## src/rtl/sparse_result_writeback.sv

```systemverilog
// Result-tile writeback: buffers one ROWS x COLS accumulator tile and drains it row-major into a BRAM write port.
// Optional requantisation to saturated INT8 is enabled by defining SPARSE_WB_REQUANT_EN.
module sparse_result_writeback #(
    parameter int ROWS   = 2,
    parameter int COLS   = 8,
    parameter int ACC_W  = 32,
    parameter int ADDR_W = 10
) (
    input  logic                        clk,
    input  logic                        rst,
    input  logic                        res_valid,
    output logic                        res_ready,
    input  logic [ROWS*COLS*ACC_W-1:0]  res_data,
    input  logic [15:0]                 res_block_row,
    input  logic [15:0]                 res_block_col,
    input  logic [ADDR_W-1:0]           cfg_base_addr,
    input  logic [15:0]                 cfg_row_pitch,
    input  logic [4:0]                  cfg_shift,
    input  logic                        clear,
    output logic                        wr_en,
    output logic [ADDR_W-1:0]           wr_addr,
    output logic [31:0]                 wr_data,
    output logic                        done_pulse,
    output logic                        busy,
    output logic                        err_addr,
    output logic [31:0]                 blocks_written
);

    localparam int N  = ROWS * COLS;
    localparam int IW = (N > 1) ? $clog2(N) : 1;
    localparam logic [IW-1:0] LAST_IDX = IW'(N - 1);

    typedef enum logic [0:0] {IDLE, DRAIN} state_t;

    state_t              state_q, state_d;
    logic [IW-1:0]       idx_q, idx_d;
    logic [31:0]         base_q, base_d;
    logic                wr_en_q, wr_en_d;
    logic [ADDR_W-1:0]   wr_addr_q, wr_addr_d;
    logic [31:0]         wr_data_q, wr_data_d;
    logic                done_q, done_d;
    logic                err_q, err_d;
    logic [31:0]         blocks_q, blocks_d;

    logic [ACC_W-1:0]    elem_in [N];
    logic [ACC_W-1:0]    tile_q  [N];
    logic                handshake;
    logic                last_beat;
    logic [IW-1:0]       idx_inc;
    logic                beat_go;
    logic [IW-1:0]       beat_idx;
    logic [31:0]         beat_base;
    logic [31:0]         beat_addr;
    logic [ACC_W-1:0]    beat_elem;
    logic                in_range;

    assign last_beat = (state_q == DRAIN) && (idx_q == LAST_IDX);
    assign res_ready = (state_q == IDLE) || last_beat;
    assign handshake = res_valid && res_ready;
    assign idx_inc   = idx_q + IW'(1);

    genvar gi;
    generate
        for (gi = 0; gi < N; gi++) begin : g_tile
            assign elem_in[gi] = res_data[gi*ACC_W +: ACC_W];

            // Data-only storage: a reset aborts the drain, so stale contents are never read.
            always_ff @(posedge clk) begin
                if (handshake) begin
                    tile_q[gi] <= elem_in[gi];
                end
            end
        end
    endgenerate

`ifdef SPARSE_WB_REQUANT_EN
    localparam logic signed [ACC_W-1:0] SAT_MAX = ACC_W'(127);
    localparam logic signed [ACC_W-1:0] SAT_MIN = ~ACC_W'(127);
    logic [4:0]              shift_q;
    logic [4:0]              beat_shift;
    logic signed [ACC_W-1:0] shifted;

    always_ff @(posedge clk) begin
        if (handshake) begin
            shift_q <= cfg_shift;
        end
    end
`else
    logic unused_cfg_shift;
    assign unused_cfg_shift = ^cfg_shift;
`endif

    always_comb begin
        state_d   = state_q;
        idx_d     = idx_q;
        base_d    = base_q;
        beat_go   = 1'b0;
        beat_idx  = '0;
        beat_base = base_q;
        beat_elem = '0;
`ifdef SPARSE_WB_REQUANT_EN
        beat_shift = shift_q;
`endif
        if (handshake) begin
            // New tile starts its beat 0 straight from the input bus, so no bubble follows a last beat.
            beat_base = 32'(cfg_base_addr)
                      + 32'(res_block_row) * 32'(cfg_row_pitch)
                      + 32'(res_block_col) * 32'(N);
            beat_elem = elem_in[0];
            beat_go   = 1'b1;
            state_d   = DRAIN;
            idx_d     = '0;
            base_d    = beat_base;
`ifdef SPARSE_WB_REQUANT_EN
            beat_shift = cfg_shift;
`endif
        end else if (state_q == DRAIN && !last_beat) begin
            beat_idx  = idx_inc;
            beat_elem = tile_q[idx_inc];
            beat_go   = 1'b1;
            idx_d     = idx_inc;
        end else if (last_beat) begin
            state_d = IDLE;
            idx_d   = '0;
        end

        beat_addr = beat_base + 32'(beat_idx);
        in_range  = (beat_addr[31:ADDR_W] == '0);
        wr_en_d   = beat_go && in_range;
        wr_addr_d = beat_addr[ADDR_W-1:0];

`ifdef SPARSE_WB_REQUANT_EN
        shifted = $signed(beat_elem) >>> beat_shift;
        if (shifted > SAT_MAX) begin
            wr_data_d = 32'd127;
        end else if (shifted < SAT_MIN) begin
            wr_data_d = 32'hFFFF_FF80;
        end else begin
            wr_data_d = {{24{shifted[7]}}, shifted[7:0]};
        end
`else
        wr_data_d = 32'(beat_elem);
`endif

        done_d   = beat_go && (beat_idx == LAST_IDX);
        err_d    = err_q || (beat_go && !in_range);
        blocks_d = blocks_q + 32'(done_d);
        if (clear) begin
            err_d    = 1'b0;
            blocks_d = '0;
        end
    end

    always_ff @(posedge clk or posedge rst) begin
        if (rst) begin
            state_q   <= IDLE;
            idx_q     <= '0;
            base_q    <= '0;
            wr_en_q   <= 1'b0;
            wr_addr_q <= '0;
            wr_data_q <= '0;
            done_q    <= 1'b0;
            err_q     <= 1'b0;
            blocks_q  <= '0;
        end else begin
            state_q   <= state_d;
            idx_q     <= idx_d;
            base_q    <= base_d;
            wr_en_q   <= wr_en_d;
            wr_addr_q <= wr_addr_d;
            wr_data_q <= wr_data_d;
            done_q    <= done_d;
            err_q     <= err_d;
            blocks_q  <= blocks_d;
        end
    end

    assign wr_en          = wr_en_q;
    assign wr_addr        = wr_addr_q;
    assign wr_data        = wr_data_q;
    assign done_pulse     = done_q;
    assign busy           = (state_q != IDLE);
    assign err_addr       = err_q;
    assign blocks_written = blocks_q;

endmodule

```

## config.mk

```make
export PLATFORM = sky130hd
export DESIGN_NAME = sparse_result_writeback
export DESIGN_NICKNAME = d
export VERILOG_FILES = /design/src/rtl/sparse_result_writeback.sv
export SDC_FILE = /design/constraint.sdc
export NUM_CORES = 2
export LEC_CHECK = 0
export BUFFER_PORTS_ARGS = -buffer_cell sky130_fd_sc_hd__buf_4
export CORE_ASPECT_RATIO = 1.1
export CORE_UTILIZATION = 50
export DETAILED_ROUTE_END_ITERATION = 6
export PLACE_DENSITY_LB_ADDON = 0.05
export RECOVER_POWER = 25
export SETUP_SLACK_MARGIN = 0.3
export SLEW_MARGIN = 20
export SYNTH_ARGS = -nofsm -noshare
export SYNTH_HDL_FRONTEND = slang
export SYNTH_SLANG_ARGS = --single-unit
```

## constraint.sdc

```tcl
create_clock -name clk -period 46.6 [get_ports clk]
set_input_delay 4.66 -clock clk [delete_from_list [all_inputs] [get_ports clk]]
set_output_delay 4.66 -clock clk [all_outputs]
set_load 0.02 [all_outputs]
```

==> results summary <==
Setup repair after global routing left no endpoint under its margin. The number of failing setup endpoints in the final timing report came out at 0. The floorplan has 100 rows.

TritonCTS built the clock tree. When the netlist entered floorplanning its net count stood at ~3400. The vertical die dimension came out at 276 um. The met2 demand-to-capacity share in global routing came out at 0.504. The worst hold path passes through 2 cells.

The data arrival time at the worst-slack endpoint came out at around 12 ns. The number of H-tree levels came out at 3. Of the total synthesized cell area, the portion taken by XOR and XNOR cells is 0.0133.

The min-delay analysis places its worst path in the category flop to flop. The register bit count reported by yosys came out at 626. The final global-route overflow total is 0. The final routed wirelength across all metal layers is a little under 100 mm. Tracing the worst setup path back leads to its startpoint at cfg_row_pitch[7]. The hold buffer count at cts is 0.

The transition time at the pin with the least slew margin came out at 8.94 ns. The complex-gate fraction of the synthesized area came to 0.0496. The total track usage came out at 0.288. The worst setup path is of the primary input to flop kind. The number of enable flip-flop cells after synthesis is 512. The die outline width is 252 um.

The via count of the first global-routing pass is approximately 24000. The number of warnings printed during yosys synthesis is 0. The growth of design area from synthesis to finish came out at 23.3%.

The max-slew violation total from the final report was between 100 and 150. In this run, placement finished with an instance count of about 4000. The final weighted congestion in routability-driven placement is between 0.8 and 0.9. The pin count of the biggest net entering global routing came out at 136. The terminus of the critical flop-to-flop path is err_addr. The worst setup skew after layout is 0.0375 ns. The number of setup buffers added after CTS is 0. The relative max-transition margin came out at -4.96.

STA classifies the critical path endpoint as a flop. The most frequent cell after synthesis is edfxtp_1. In this run the power density over the cells is 73.9 nW/um2.

For the worst flop-to-flop path, the logic depth is 17. Ranked by total cell area, the synthesized netlist is headed by edfxtp_1 (45%), fa_1 (13%), mux4_2 (8.4%). In this run the worst path has a maximum fanout of 16. The number of sinks driven by the clock tree is between 600 and 700. The total non-filler cell area in the finished layout is roughly 42000 um2. The mean instance size in the synthesized netlist is 13.6 um2. The count of nets left with antenna violations after detail routing came out at 0. In the synthesized netlist, the cells that appear most often are edfxtp_1 (512), nand2_1 (316), inv_1 (315). The main combinational cell family by area after synthesis is adder cells.

The worst ir drop on vdd is approximately 0.09 mV. The placeable core region is between 60000 and 70000 um2. The area of the die is ~70000 um2. The number of nets in the layout is around 4100. For the worst-skew pair, the clock arrives at the later sink with an insertion delay of between 0.6 and 0.7 ns. The total number of vias is around 23000.

The detailed-route DRC error count came out at 0. The filler cell count in the final layout is between 5000 and 6000. Counting every instance in the synthesized netlist gives ~2500. The max capacitance violation total is 1. Dividing the detail-routed via count by the number of cells gives 5.47. The number of buffers added by the clock tree synthesis step came out at 67. The routing layer with the top usage in global route is met2. The number of iterations in the first detailed-routing pass is 5. The worst setup path is launched from a primary input. The tree is rooted in a clkbuf_16. The total count of hold-check failures in the final report is 0. The final critical delay including setup and external delays is 11.81 ns. The critical register-to-register path startpoint is idx_q[0].

The wire length per cell is ~24 um. For met1 alone, demand over resource in global routing was 0.338. The aggregate negative setup slack came out at 0 ns. Once placement finished, the instance area stood at about 40000 um2. The port buffer count is 652. For this block, the initial DRC count from the detailed router was between 1500 and 2000.

Of the total synthesized cell area, the portion taken by full adders, half adders and majority gates is 0.173. The worst hold path terminates at base_q[3]. The first-pass GRT wire length is 147 mm.

Final hold analysis gives a worst-case slack of about 0.48 ns. Yosys mapped the design onto 80 distinct sky130hd cell types. The mapped netlist covers approximately 34000 um2. Of the post-synthesis cell area, the dominant cell type holds 0.449. In this run the most critical hold path is launched from base_q[3]. In this run, post-CTS repair resized a total of 0 instances. The required time at the worst-slack endpoint came out at ~47 ns. Of the synthesized area, sequential elements account for 0.532. For this run, the top clock speed supported by timing is 84.7 MHz.

After clock tree synthesis, the clock-pin slew on the worst setup and hold paths is approximately 0.060 ns. The multiplexer share of the synthesized area is 0.0927. The estimated wirelength of the detail-placed design came out at approximately 75 mm. Of the total synthesized cell area, the portion taken by AND, OR, NAND and NOR gates is 0.0916. Summed over all instances, the cell type with the most area after synthesis is edfxtp_1. The initial antenna violation count is 44.

The share of the clock period used by the worst path after layout is 0.253. The clock tree buffer depth is 3. Pin placement for this block handled around 660 I/O pins. The effective utilization at floorplan is 0.506. The reg-to-reg setup timing slack is 34.80 ns. The checks that failed: max-capacitance violations, max-slew violations. The commonest register cell after synthesis is edfxtp_1. Summed over all cells, the static leakage comes to roughly 18 nW. The flow ran to the end, but the final reports show violations. Of the cells placed in the final design, the portion with a size suffix greater than 1 is 0.286. Before CTS, the worst setup slack after placement is roughly 34 ns. The minimum setup slack in the final design is 34.79 ns. For this run, the number of standard cells in the final layout without fillers is approximately 4100. The share of flip-flops with an asynchronous set or reset came out at 0.182. For this run, global-route usage on met3 was measured as 0.0780.
[where the power goes]
| group | internal (mW) | switching [mW] |
|---|---|---|
| logic | 0.735 | 1.14 |
| clock network | 0.290 | 0.229 |
| registers | 0.700 | 0.0288 |
| total | 1.72 | 1.40 |
[kinds of logic after synthesis]
kind of cell,Yosys count
AND/OR/NAND/NOR,655
multiplexers,157
XOR/XNOR,52
adder cells (fa/ha/maj),342
buffers and inverters,424
AO/OA/AOI/OAI,263
flip-flops,626
[final cells by class]
type / count / area [um2] / share of cell area
clock buffer: 89 / 1770 / 0.0419
inverter: 316 / 1210 / 0.0286
timing repair buffer: 669 / 5000 / 0.118
antenna: 24 / 60.1 / 0.00142
clock inverter: 35 / 368 / 0.00871
multi-input combinational: 1469 / 14500 / 0.342
sequential: 626 / 18200 / 0.432
tap: 918 / 1150 / 0.0272
[per-stage QoR]
step,utilization,total power [mW]
5_1_grt,0.624,3.38
4_1_cts,0.624,3.13
3_3_place_gp,0.592,2.58
2_1_floorplan,-,2.11
6_report,0.624,3.12
3_5_place_dp,0.592,2.60
[sequential cells by signal, indices dropped and copies added (netlist names)]
register and cells:
base_q 32, blocks_written 32, busy 1, done_pulse 1, err_addr 1, idx_q 4, tile_q 512, wr_addr 10
wr_data 32, wr_en 1
[worst max path at each step]
stage / endpoint / slack (ns)
floorplan: err_addr / 23.43
global placement: err_addr / 34.22
detailed placement: err_addr / 34.18
CTS: err_addr / 34.79
global route: err_addr / 32.83
finish: err_addr / 34.79
[worst max-delay path, cell delays in order]
cell	delay (ns)
buf_4	0.25
nand2_1	0.12
fa_1	0.54
inv_1	0.05
fa_1	0.51
inv_1	0.06
fa_1	0.53
inv_1	0.05
fa_1	0.41
fa_1	0.52
inv_1	0.05
fa_1	0.50
inv_1	0.06
ha_1	0.47
a21oi_1	0.23
o211ai_1	0.37
a2111o_1	0.20
o2111ai_1	0.16
a2111oi_0	0.77
a32oi_1	0.28
or3_1	0.48
or4_1	0.47
nand3_1	0.09
nand4_1	0.17
o31a_1	0.28
[metal layers]
metal  share of wire  vias up
met4           0.033       34
met3           0.075      203
met5          0.0025        -
met2            0.53      800
li1                -    10100
met1            0.36    11500
[cells in the final DEF (no fill, tap or decap), types with 24 or more instances in the layout]
cell and instances:
edfxtp_1 512, buf_4 336, clkbuf_4 324, nand2_1 316, inv_1 314, fa_1 221
and2_1 133, mux4_2 128, ha_1 120, dfrtp_1 113, a21oi_1 84, o21ai_0 68
clkbuf_16 67, nor2_1 62, nand3_1 47, xor2_1 31, clkbuf_1 29, mux2i_1 28
diode_2 24
Note: power is estimated with default switching activity, not from simulation.
